### config.mk
export PLATFORM = sky130hd
export DESIGN_NAME = cs_sched_flat
export DESIGN_NICKNAME = d
export VERILOG_FILES = /design/src/rtl/cs_sched_if.sv /design/src/rtl/cs_sched.sv /design/src/flat_wrapper.sv
export SDC_FILE = /design/constraint.sdc
export NUM_CORES = 1
export LEC_CHECK = 0
export ABC_CLOCK_PERIOD_IN_PS = 3350
export CORE_MARGIN = 2
export CORE_UTILIZATION = 25
export CTS_BUF_LIST = sky130_fd_sc_hd__clkbuf_16
export DETAILED_ROUTE_END_ITERATION = 7
export GPL_ROUTABILITY_DRIVEN = 0
export PLACE_DENSITY = 0.58
export SYNTH_ARGS = -nofsm -noshare
export SYNTH_HDL_FRONTEND = slang
export SYNTH_SLANG_ARGS = --single-unit
### constraint.sdc
create_clock -name clk -period 3.35 [get_ports clk]
set_input_delay 0.5025 -clock clk [delete_from_list [all_inputs] [get_ports clk]]
set_output_delay 0.5025 -clock clk [all_outputs]
set_load 0.1 [all_outputs]
### src/rtl/cs_sched_if.sv
// cs_sched_if: parser, FIFO level, register-write and status bundle.
// master = scheduler side, slave = environment side.
interface cs_sched_if;
  logic [11:0] fifo_cnt;
  logic        fs;
  logic        fd;
  logic        parse_rst;
  logic [71:0] cmd_vec;
  logic        wr_req;
  logic [3:0]  wr_addr;
  logic [7:0]  wr_data;
  logic        wr_ack;
  logic        busy;
  logic [7:0]  frame_cnt;
  logic [7:0]  err_cnt;
  logic [1:0]  err_code;

  modport master (
    input  fifo_cnt, fd, cmd_vec, wr_ack,
    output fs, parse_rst, wr_req, wr_addr,
    output wr_data, busy, frame_cnt,
    output err_cnt, err_code
  );

  modport slave (
    output fifo_cnt, fd, cmd_vec, wr_ack,
    input  fs, parse_rst, wr_req, wr_addr,
    input  wr_data, busy, frame_cnt,
    input  err_cnt, err_code
  );
endinterface

### src/rtl/cs_sched.sv
// cs_sched: starts parser frames, applies 9 command bytes as register writes.
// Ports: clk, rst (async high), bus (cs_sched_if.master).
module cs_sched #(
  parameter int FRAME_LEN = 12,
  parameter int TMO       = 64,
  parameter int RST_LEN   = 2
) (
  input logic       clk,
  input logic       rst,
  cs_sched_if.master bus
);

  localparam logic [2:0] IDLE    = 3'd0;
  localparam logic [2:0] WAIT_FD = 3'd1;
  localparam logic [2:0] REL     = 3'd2;
  localparam logic [2:0] WRITE   = 3'd3;
  localparam logic [2:0] RECOV   = 3'd4;

  localparam logic [11:0] FLEN     = 12'(FRAME_LEN);
  localparam logic [7:0]  TMO_LAST = 8'(TMO - 1);
  localparam logic [7:0]  RST_LAST = 8'(RST_LEN - 1);

  logic [2:0]  state;
  logic [7:0]  timer;
  logic [3:0]  idx;
  logic [71:0] shadow;
  logic [7:0]  frame_q;
  logic [7:0]  err_q;
  logic [1:0]  code_q;
  logic [6:0]  bsel;

  assign bsel = {idx, 3'b000};

  always_ff @(posedge clk or posedge rst) begin
    if (rst) begin
      state   <= IDLE;
      timer   <= '0;
      idx     <= '0;
      shadow  <= '0;
      frame_q <= '0;
      err_q   <= '0;
      code_q  <= '0;
    end else begin
      unique case (state)
        IDLE: begin
          if (bus.fifo_cnt >= FLEN) begin
            state <= WAIT_FD;
            timer <= '0;
          end
        end
        WAIT_FD: begin
          // fd wins over a timeout on the same edge
          if (bus.fd) begin
            shadow <= bus.cmd_vec;
            state  <= REL;
            timer  <= '0;
          end else if (timer == TMO_LAST) begin
            state  <= RECOV;
            timer  <= '0;
            code_q <= 2'd1;
            if (err_q != 8'hff) err_q <= err_q + 8'd1;
          end else begin
            timer <= timer + 8'd1;
          end
        end
        REL: begin
          if (!bus.fd) begin
            state <= WRITE;
            idx   <= '0;
          end else if (timer == TMO_LAST) begin
            state  <= RECOV;
            timer  <= '0;
            code_q <= 2'd2;
            if (err_q != 8'hff) err_q <= err_q + 8'd1;
          end else begin
            timer <= timer + 8'd1;
          end
        end
        WRITE: begin
          if (bus.wr_ack) begin
            if (idx == 4'd8) begin
              state   <= IDLE;
              frame_q <= frame_q + 8'd1;
            end else begin
              idx <= idx + 4'd1;
            end
          end
        end
        RECOV: begin
          // timer reused as the recovery pulse counter
          if (timer == RST_LAST) begin
            state <= IDLE;
            timer <= '0;
          end else begin
            timer <= timer + 8'd1;
          end
        end
        default: state <= IDLE;
      endcase
    end
  end

  assign bus.fs        = (state == WAIT_FD);
  assign bus.parse_rst = (state == RECOV);
  assign bus.wr_req    = (state == WRITE);
  assign bus.busy      = (state != IDLE);
  assign bus.wr_addr   = idx;
  assign bus.wr_data   = shadow[bsel +: 8];
  assign bus.frame_cnt = frame_q;
  assign bus.err_cnt   = err_q;
  assign bus.err_code  = code_q;

endmodule

### src/flat_wrapper.sv
// flat-port wrapper written by rule: the top's interface ports become plain ports
module cs_sched_flat 
#(
  parameter int FRAME_LEN = 12,
  parameter int TMO       = 64,
  parameter int RST_LEN   = 2
)
  (clk, rst, bus_fifo_cnt, bus_fd, bus_cmd_vec, bus_wr_ack, bus_fs, bus_parse_rst, bus_wr_req, bus_wr_addr, bus_wr_data, bus_busy, bus_frame_cnt, bus_err_cnt, bus_err_code);
  cs_sched_if bus_i ();
  input logic clk;
  input logic rst;
  input wire logic [$bits(bus_i.fifo_cnt)-1:0] bus_fifo_cnt;
  input wire logic [$bits(bus_i.fd)-1:0] bus_fd;
  input wire logic [$bits(bus_i.cmd_vec)-1:0] bus_cmd_vec;
  input wire logic [$bits(bus_i.wr_ack)-1:0] bus_wr_ack;
  output wire logic [$bits(bus_i.fs)-1:0] bus_fs;
  output wire logic [$bits(bus_i.parse_rst)-1:0] bus_parse_rst;
  output wire logic [$bits(bus_i.wr_req)-1:0] bus_wr_req;
  output wire logic [$bits(bus_i.wr_addr)-1:0] bus_wr_addr;
  output wire logic [$bits(bus_i.wr_data)-1:0] bus_wr_data;
  output wire logic [$bits(bus_i.busy)-1:0] bus_busy;
  output wire logic [$bits(bus_i.frame_cnt)-1:0] bus_frame_cnt;
  output wire logic [$bits(bus_i.err_cnt)-1:0] bus_err_cnt;
  output wire logic [$bits(bus_i.err_code)-1:0] bus_err_code;
  assign bus_i.fifo_cnt = bus_fifo_cnt;
  assign bus_i.fd = bus_fd;
  assign bus_i.cmd_vec = bus_cmd_vec;
  assign bus_i.wr_ack = bus_wr_ack;
  assign bus_fs = bus_i.fs;
  assign bus_parse_rst = bus_i.parse_rst;
  assign bus_wr_req = bus_i.wr_req;
  assign bus_wr_addr = bus_i.wr_addr;
  assign bus_wr_data = bus_i.wr_data;
  assign bus_busy = bus_i.busy;
  assign bus_frame_cnt = bus_i.frame_cnt;
  assign bus_err_cnt = bus_i.err_cnt;
  assign bus_err_code = bus_i.err_code;
  cs_sched #(.FRAME_LEN(FRAME_LEN), .TMO(TMO), .RST_LEN(RST_LEN)) u_core (.clk(clk), .rst(rst), .bus(bus_i));
endmodule
==> results of run 1 <==
[worst max path at each step]
stage | from | endpoint
final | u_core.bus.wr_addr[1]$_DFFE_PP0P_ | bus_wr_data[4]
after global routing | u_core.bus.wr_addr[1]$_DFFE_PP0P_ | bus_wr_data[4]
after CTS | u_core.bus.wr_addr[1]$_DFFE_PP0P_ | bus_wr_data[4]
after detailed placement | u_core.bus.wr_addr[1]$_DFFE_PP0P_ | bus_wr_data[4]
after global placement | u_core.bus.wr_addr[1]$_DFFE_PP0P_ | bus_wr_data[2]
after floorplan | rst | u_core.bus.err_cnt[0]$_DFFE_PP0P_
[power by group through the flow]
| stage | combinational [uW] | clock [uW] | sequential (uW) |
|---|---|---|---|
| floorplan | 2150 | 0 | 2170 |
| global placement | 3310 | 0 | 2050 |
| detailed placement | 3350 | 0 | 2080 |
| CTS | 3350 | 1070 | 2050 |
| global route | 3490 | 1120 | 2120 |
| finish | 3300 | 1030 | 2050 |
[cells by family after synthesis]
logic type                 after synthesis
DFF                                    105
muxes                                  100
and+or+nand+nor                         81
AOI/OAI and AO/OA                       45
buffers and inverters                   27
xor gates and xnor gates                13
adders and majority gates                6
[area by class of cell]
| type | instances | share of cell area (%) |
|---|---|---|
| well taps | 265 | 4.83 |
| inverters | 9 | 0.528 |
| clock inverters | 6 | 0.765 |
| clock buffers | 9 | 3.28 |
| flip-flops and latches | 105 | 38.2 |
| multi-input cells | 245 | 33.3 |
| repair buffers | 125 | 19.0 |
[per-stage QoR]
stage,instances,setup slack [ns],hold WS [ns],cell area (sq um),utilization [%]
detailed placement,749,0.668,0.464,6590,33.8
floorplan,377,0.0870,0.475,5030,-
global placement,749,0.691,0.461,6590,33.8
global route,764,0.195,0.505,6870,35.2
finish,764,0.414,0.472,6870,35.2
CTS,764,0.270,0.478,6870,35.2
[per-layer routing]
layer,GRT usage (%),up-vias
met5,0,-
met4,6.23,0
met3,2.32,20
li1,-,1619
met2,20.1,87
met1,15.0,1756
[worst max-delay path, cell delays in order (launching register included)]
cell and delay, ns:
dfrtp_1 0.80, nor4b_2 0.68, buf_4 0.24, nand2_1 0.08, o21ai_2 0.08, buf_12 0.19
[sequential cells by signal (all words and copies together), names as in the netlist]
register	cells
u_core.bus.frame_cnt	8
u_core.shadow	72
u_core.bus.wr_addr	4
u_core.state	3
u_core.timer	8
u_core.bus.err_code	2
u_core.bus.err_cnt	8
[Yosys cell counts, drive strengths merged, types with 4 or more instances]
cell type  count
dfrtp        105
mux2          76
o21ai         19
nand2         17
mux4          16
buf           13
xnor2         11
a22o          10
nand4         10
nor2          10
inv            9
and3           8
mux2i          8
nor3           8
a21oi          6
ha             6
nor2b          6
clkbuf         5
o22ai          5
nand2b         4
nand3          4
==> impl_metrics.json, run 1 <==
{
  "min_path_type": "register to register",
  "muxShareOfSynthArea_pct": 26.0,
  "grt.overflow.total": 0,
  "outcome": "complete, no violations",
  "cts.sinks": 105,
  "pwr-share-comb_pct": 51.8,
  "fin_crit_sh_pct": 87.6,
  "wl_per_cell_microns": 16.0,
  "maxCapViolations": 0,
  "postCtsSetupRepairBufs": 0,
  "yosysWarningCount": 0,
  "ff_latch_area_sq_um": 2630,
  "multiInputGateArea_sq_um": 2290,
  "whs_path_depth": 1,
  "min_from": "u_core.bus.frame_cnt[7]$_DFFE_PP0P_",
  "drive_above_1_share_pct": 30.3,
  "synth_compound_area_share_pct": 5.68,
  "tightestPinTransition_ns": 1.11,
  "setup_viol": 0,
  "final_common_cell": "dfrtp_1",
  "cts_resized": 0,
  "ctsHoldBuffers": 0,
  "synth_xor_area_share_pct": 2.28,
  "grt.total_usage_pct": 12.1,
  "first_global_vias": 3762,
  "fill_cells": 1930,
  "drc": 0,
  "final_cell_mix": "dfrtp_1, clkdlybuf4s50_1, mux2_2",
  "dr_wl_met3_microns": 452,
  "power.share.switching_pct": 42.7,
  "n_antenna_cell": 0,
  "syn2layout_area_growth_pct": 37.3,
  "wl_microns": 12300,
  "io_buffers": 119,
  "cts_buffers": 9,
  "nets": 589,
  "clock_path_buffers": 2,
  "critical_path_class": "register to primary output",
  "start_util_pct": 25.6,
  "dieArea_sq_um": 21200,
  "clkTransAtPathRegs_ns": 0.07,
  "grt_max_degree": 73,
  "synth_edf_count": 0,
  "fmax_ghz": 0.341,
  "yosys.area.top_type": "dfrtp_1",
  "hold_viol": 0,
  "slew_headroom_pct": 26.2,
  "pwr_density_cell_nw_per_um2": 929,
  "top_layer_used": "met4",
  "wl_met2_microns": 6020,
  "num_vias": 3482,
  "drv_slew": 0,
  "p_clk_share_pct": 16.1,
  "startpoint_type": "register",
  "synth_simple_gate_area_share_pct": 9.68,
  "synth_seq_area_share_pct": 52.5,
  "period_needed_ns": 2.94,
  "r2r_slack_ns": 0.96,
  "holdPathEnd": "u_core.bus.frame_cnt[7]$_DFFE_PP0P_",
  "leakage_uw": 0.00291,
  "htreeDepth": 3,
  "detailed_place_hpwl_microns": 8800,
  "worstSkewPairLatency_ns": 0.35,
  "synth_top_area_share_pct": 52.5,
  "rsz0062_at_grt": "no",
  "synth_top_family_by_area": "multiplexers",
  "synthFlopType": "dfrtp_1",
  "r2r-start": "u_core.bus.wr_addr[1]$_DFFE_PP0P_",
  "syn_nets": 471,
  "ys_ff_latch": 105,
  "core_sq_um": 19500,
  "p_switching_uw": 2720,
  "rows": 51,
  "power_uw": 6380,
  "synth_area_sq_um": 5000,
  "r2r_cells": 7,
  "synthTopCellsByArea": "dfrtp_1, mux2_2, mux4_2, xnor2_1, o21ai_0",
  "finalClockSkew_ns": 0.0108,
  "synth_cell_types": 44,
  "synth_adder_area_share_pct": 1.50,
  "first_pass_iters": 4,
  "crit_required_ns": 2.85,
  "power_frac_seq_pct": 32.1,
  "wl_met1_microns": 5420,
  "first_iter_violations": 113,
  "regToRegEndpoint": "u_core.bus.frame_cnt[5]$_DFFE_PP0P_",
  "avgSynthCellArea_sq_um": 13.3,
  "finalSetupTns_ns": 0,
  "die_w_microns": 145,
  "p_int_uw": 3660,
  "antenna_found_initial": 0,
  "io_pins": 122,
  "arrival_ns": 2.43,
  "clockRootBuffer": "clkbuf_16",
  "peakVddDrop_uv": 395,
  "crit_fanout": 23,
  "cts_tree": "yes",
  "die_h_microns": 145,
  "synth-async-reset-ratio_pct": 100,
  "via_per_inst": 4.56,
  "synthCells": 377,
  "worst_setup_path_end_kind": "primary output",
  "ant_nets": 0,
  "grt_pass1_wl_microns": 20000
}
Power figures use the tool's default switching activity.
==> run 2: changes to the inputs <==
ABC_CLOCK_PERIOD_IN_PS = 3660   (was 3350)
CTS_CLUSTER_DIAMETER = 200   (was not set)
PLACE_DENSITY = 0.56   (was 0.58)
clock period = 3.66 ns   (was 3.35 ns; I/O delays follow)
==> impl_metrics.json, run 2 (synthesis gave the netlist of run 1 again) <==
{
  "crit_fanout": 14,
  "rows": 51,
  "fin_crit_sh_pct": 84.2,
  "clock_path_buffers": 2,
  "die_h_microns": 145,
  "critPathMaxStageDelay_ns": 0.81,
  "first_pass_iters": 4,
  "nets": 592,
  "ctsHoldBuffers": 0,
  "setup_viol": 0,
  "rsz0062_at_grt": "no",
  "first_global_vias": 3719,
  "clkTransAtPathRegs_ns": 0.07,
  "cpMaxStageDelayCell": "nor4b_2",
  "cp-startpoint": "u_core.bus.wr_addr[0]$_DFFE_PP0P_",
  "crit_family": "simple AND/OR/NAND/NOR gates",
  "drive_above_1_share_pct": 29.6,
  "largest_register_ffs": 72,
  "pwr_density_cell_nw_per_um2": 860,
  "period_needed_ns": 3.08,
  "fmax_ghz": 0.325,
  "maxCapViolations": 0,
  "crit_buf_inv": 2,
  "detailed_place_hpwl_microns": 9360,
  "arrival_ns": 2.53,
  "cts_tree": "yes",
  "multiInputGateArea_sq_um": 2290,
  "cpMostUsedCell": "buf_12",
  "htreeDepth": 3,
  "crit_required_ns": 3.11,
  "wl_per_cell_microns": 16.2,
  "regMostFlops": "u_core.shadow",
  "regToRegEndpoint": "u_core.bus.frame_cnt[5]$_DFFE_PP0P_",
  "start_util_pct": 25.6,
  "antenna_found_initial": 0,
  "wl_microns": 12400,
  "core_sq_um": 19500,
  "outcome": "complete, no violations",
  "n_antenna_cell": 0,
  "postCtsSetupRepairBufs": 0,
  "finalSetupTns_ns": 0,
  "crit_chain": "buf_12 > nor4b_2 > nand2_1 > o21ai_2 > buf_12",
  "io_buffers": 119,
  "worstSkewPairLatency_ns": 0.35,
  "leakage_uw": 0.00293,
  "peakVddDrop_uv": 421,
  "ant_nets": 0,
  "fill_cells": 1948,
  "grt.total_usage_pct": 12.3,
  "via_per_inst": 4.53,
  "grt.overflow.total": 0,
  "grt_pass1_wl_microns": 20600,
  "place_inst": 752,
  "path_depth": 5,
  "endpoint": "bus_wr_data[0]",
  "r2r_slack_ns": 1.34,
  "min_path_type": "register to register",
  "hold_viol": 0,
  "cts.sinks": 105,
  "tightestPinTransition_ns": 0.986,
  "cts_buffers": 9,
  "critical_path_class": "register to primary output",
  "fin_cells": 768,
  "r2r-start": "u_core.bus.wr_addr[1]$_DFFE_PP0P_",
  "slew_headroom_pct": 34.1,
  "startpoint_type": "register",
  "worst_setup_path_end_kind": "primary output",
  "io_pins": 122,
  "final_common_cell": "dfrtp_1",
  "ff_latch_area_sq_um": 2630,
  "syn2layout_area_growth_pct": 39.1,
  "die_w_microns": 145,
  "finalClockSkew_ns": 0.00870,
  "drc": 0,
  "drv_slew": 0,
  "grt_max_degree": 69,
  "cts_resized": 0,
  "clockRootBuffer": "clkbuf_16",
  "fin_util_pct": 35.6,
  "r2r_cells": 7,
  "first_iter_violations": 110,
  "num_vias": 3480,
  "dieArea_sq_um": 21200,
  "final_cell_mix": "dfrtp_1, clkdlybuf4s50_1, mux2_2"
}
run 2: changes by cell type in the layout (fill, tap and decap cells not counted):
cell	previous run	this run
buf_12	10	11
buf_4	17	14
bufinv_16	0	2
clkdlybuf4s50_1	98	103
clkinv_1	0	1
clkinv_4	1	2
inv_6	2	1
inv_8	2	0
run 2: worst min-delay path by stage:
| stage | start | endpoint | slack [ns] | cells past startpoint |
|---|---|---|---|---|
| final | u_core.bus.frame_cnt[7]$_DFFE_PP0P_ | u_core.bus.frame_cnt[7]$_DFFE_PP0P_ | 0.47 | 1 |
| after global routing | u_core.bus.frame_cnt[7]$_DFFE_PP0P_ | u_core.bus.frame_cnt[7]$_DFFE_PP0P_ | 0.51 | 1 |
| after CTS | u_core.bus.frame_cnt[7]$_DFFE_PP0P_ | u_core.bus.frame_cnt[7]$_DFFE_PP0P_ | 0.48 | 1 |
| after detailed placement | u_core.bus.frame_cnt[7]$_DFFE_PP0P_ | u_core.bus.frame_cnt[7]$_DFFE_PP0P_ | 0.46 | 1 |
| after global placement | u_core.bus.frame_cnt[7]$_DFFE_PP0P_ | u_core.bus.frame_cnt[7]$_DFFE_PP0P_ | 0.47 | 1 |
| after floorplan | u_core.shadow[18]$_DFFE_PP0P_ | u_core.shadow[18]$_DFFE_PP0P_ | 0.48 | 1 |
run 2: area by class of cell:
class,instances,area share (%)
sequential,105,37.8
clock buffer,9,3.24
inverter,9,0.521
tap,265,4.76
timing repair buffer,128,19.5
clock inverter,7,1.35
multi-input combinational,245,32.9
run 2: per-stage QoR:
stage	setup WS (ns)	total power, uW	hold WS [ns]	instance area (sq um)
after detailed placement	0.922	5010	0.465	6640
after CTS	0.529	6080	0.480	6960
final	0.579	5990	0.473	6960
after global routing	0.342	6310	0.507	6960
after floorplan	0.350	3950	0.475	5030
after global placement	0.973	4950	0.467	6640
run 2: per-layer routing:
| metal | routed length, microns | part of all wire [%] | vias to the layer above | global-route usage, % |
|---|---|---|---|---|
| li1 | - | - | 1631 | - |
| met1 | 5590 | 45 | 1764 | 16.1 |
| met2 | 6160 | 50 | 70 | 20.2 |
| met3 | 407 | 3.3 | 15 | 2.54 |
| met4 | 260 | 2.1 | 0 | 4.61 |
| met5 | 0 | 0 | - | 0 |
run 2: power breakdown:
| group | leakage (uW) | switching (uW) | internal, uW |
|---|---|---|---|
| Clock | 0.000159 | 443 | 600 |
| Combinational | 0.00146 | 1750 | 1310 |
| Sequential | 0.00132 | 292 | 1590 |
==> run 3: changes to the inputs <==
ABC_CLOCK_PERIOD_IN_PS = 2700   (was 3660)
PLACE_DENSITY = 0.58   (was 0.56)
clock period = 2.7 ns   (was 3.66 ns; I/O delays follow)
==> impl_metrics.json, run 3 (synthesis gave the netlist of run 1 again) <==
{
  "tightestPinTransition_ns": 0.613,
  "detailed_place_hpwl_microns": 9250,
  "p_int_uw": 4680,
  "postCtsSetupRepairBufs": 0,
  "pwr_density_cell_nw_per_um2": 1170,
  "ant_nets": 0,
  "power_frac_seq_pct": 31.1,
  "via_per_inst": 4.54,
  "grt_pass1_wl_microns": 20700,
  "final_cell_mix": "dfrtp_1, clkdlybuf4s50_1, mux2_2",
  "grt_max_degree": 73,
  "dieArea_sq_um": 21200,
  "critical_path_class": "register to primary output",
  "cts_resized": 1,
  "core_sq_um": 19500,
  "n_antenna_cell": 0,
  "crit_family": "multiplexers",
  "first_global_vias": 3818,
  "fmax_ghz": 0.384,
  "startpoint_type": "register",
  "io_pins": 122,
  "die_w_microns": 145,
  "crit_required_ns": 2.30,
  "clock_path_buffers": 2,
  "rsz0062_at_grt": "no",
  "fin_util_pct": 35.8,
  "finalSetupTns_ns": 0,
  "cts_tree": "yes",
  "first_iter_violations": 119,
  "regMostFlops": "u_core.shadow",
  "critPathMaxStageDelay_ns": 0.55,
  "cpMostUsedCell": "buf_12",
  "peakVddDrop_uv": 624,
  "power.share.switching_pct": 42.6,
  "nets": 595,
  "num_vias": 3499,
  "syn2layout_area_growth_pct": 39.8,
  "clockRootBuffer": "clkbuf_16",
  "htreeDepth": 3,
  "wl_microns": 12500,
  "hold_viol": 0,
  "fill_cells": 1925,
  "crit_buf_inv": 2,
  "drc": 0,
  "slew_headroom_pct": 59.0,
  "final_common_cell": "dfrtp_1",
  "ctsHoldBuffers": 0,
  "first_pass_iters": 4,
  "place_area_sq_um": 6710,
  "largest_register_ffs": 72,
  "leakage_uw": 0.00297,
  "grt.total_usage_pct": 12.3,
  "final_area_sq_um": 7000,
  "cts.sinks": 105,
  "min_path_type": "register to register",
  "antenna_found_initial": 0,
  "die_h_microns": 145,
  "grt.overflow.total": 0,
  "pwr-share-comb_pct": 53.6,
  "start_util_pct": 25.6,
  "arrival_ns": 2.20,
  "drv_slew": 0,
  "drive_above_1_share_pct": 33.8,
  "whs_ns": 0.471,
  "clkTransAtPathRegs_ns": 0.08,
  "period_needed_ns": 2.60,
  "outcome": "complete, no violations",
  "worst_setup_path_end_kind": "primary output",
  "p_switching_uw": 3470,
  "setup_viol": 0,
  "cts_buffers": 9,
  "fin_crit_sh_pct": 96.4,
  "rows": 51,
  "power_uw": 8150,
  "maxCapViolations": 0,
  "p_clk_share_pct": 15.3,
  "cpMaxStageDelayCell": "dfrtp_4",
  "crit_fanout": 10,
  "worstSkewPairLatency_ns": 0.35,
  "crit_chain": "buf_12 > mux4_2 > mux2i_1 > o21ai_4 > buf_12",
  "io_buffers": 119,
  "wl_per_cell_microns": 16.2,
  "finalClockSkew_ns": 0.00966
}
## run 3: changes by cell type in the layout (fill, tap and decap cells not counted), sizes merged
cell	change
bufinv	-2
clkinv	+1
buf	+21
clkinvlp	+1
clkdlybuf4s50	-18
## run 3: through the flow
stage / setup WS [ns] / std cells
2_1_floorplan: -0.215 / 377
3_3_place_gp: 0.303 / 755
3_5_place_dp: 0.265 / 755
4_1_cts: 0.0475 / 771
5_1_grt: 0.00477 / 771
6_report: 0.0976 / 771
## run 3: path summary, 6_finish.rpt
kind,cells past startpoint,to,startpoint,slack (ns)
min reg2reg,1,u_core.bus.frame_cnt[7]$_DFFE_PP0P_,u_core.bus.frame_cnt[7]$_DFFE_PP0P_,0.47
min in group asynchronous,2,u_core.shadow[16]$_DFFE_PP0P_,rst,0.48
min,1,u_core.bus.frame_cnt[7]$_DFFE_PP0P_,u_core.bus.frame_cnt[7]$_DFFE_PP0P_,0.47
max reg2reg,4,u_core.bus.err_cnt[1]$_DFFE_PP0P_,u_core.state[0]$_DFFE_PP0P_,0.60
max in group asynchronous,3,u_core.bus.frame_cnt[6]$_DFFE_PP0P_,rst,1.55
max,5,bus_wr_data[7],u_core.bus.wr_addr[0]$_DFFE_PP0P_,0.1
## run 3: layout make-up
cell class              instances  area [sq um]  share of cell area [%]
clock buffers                   9           225                    3.22
clock inverters                 7          53.8                   0.769
inverters                       9          37.5                   0.537
multi-input cells             245          2340                    33.5
flip-flops and latches        105          2630                    37.6
well taps                     265           332                    4.74
repair buffers                131          1370                    19.6
## run 3: routing by layer
| layer | global-route usage, % | up-vias | wire (microns) | share of wire (%) |
|---|---|---|---|---|
| met5 | 0 | - | 0 | 0 |
| met4 | 3.58 | 0 | 139 | 1.1 |
| met3 | 2.70 | 8 | 410 | 3.3 |
| li1 | - | 1634 | - | - |
| met1 | 16.6 | 1791 | 6030 | 48 |
| met2 | 19.9 | 66 | 5890 | 47 |
## run 3: power groups by stage
stage,registers [uW],logic (uW),clock network [uW]
after detailed placement,2570,4420,0
after floorplan,2690,2780,0
final,2540,4370,1250
after global placement,2530,4350,0
after global routing,2630,4590,1370
after CTS,2550,4430,1310
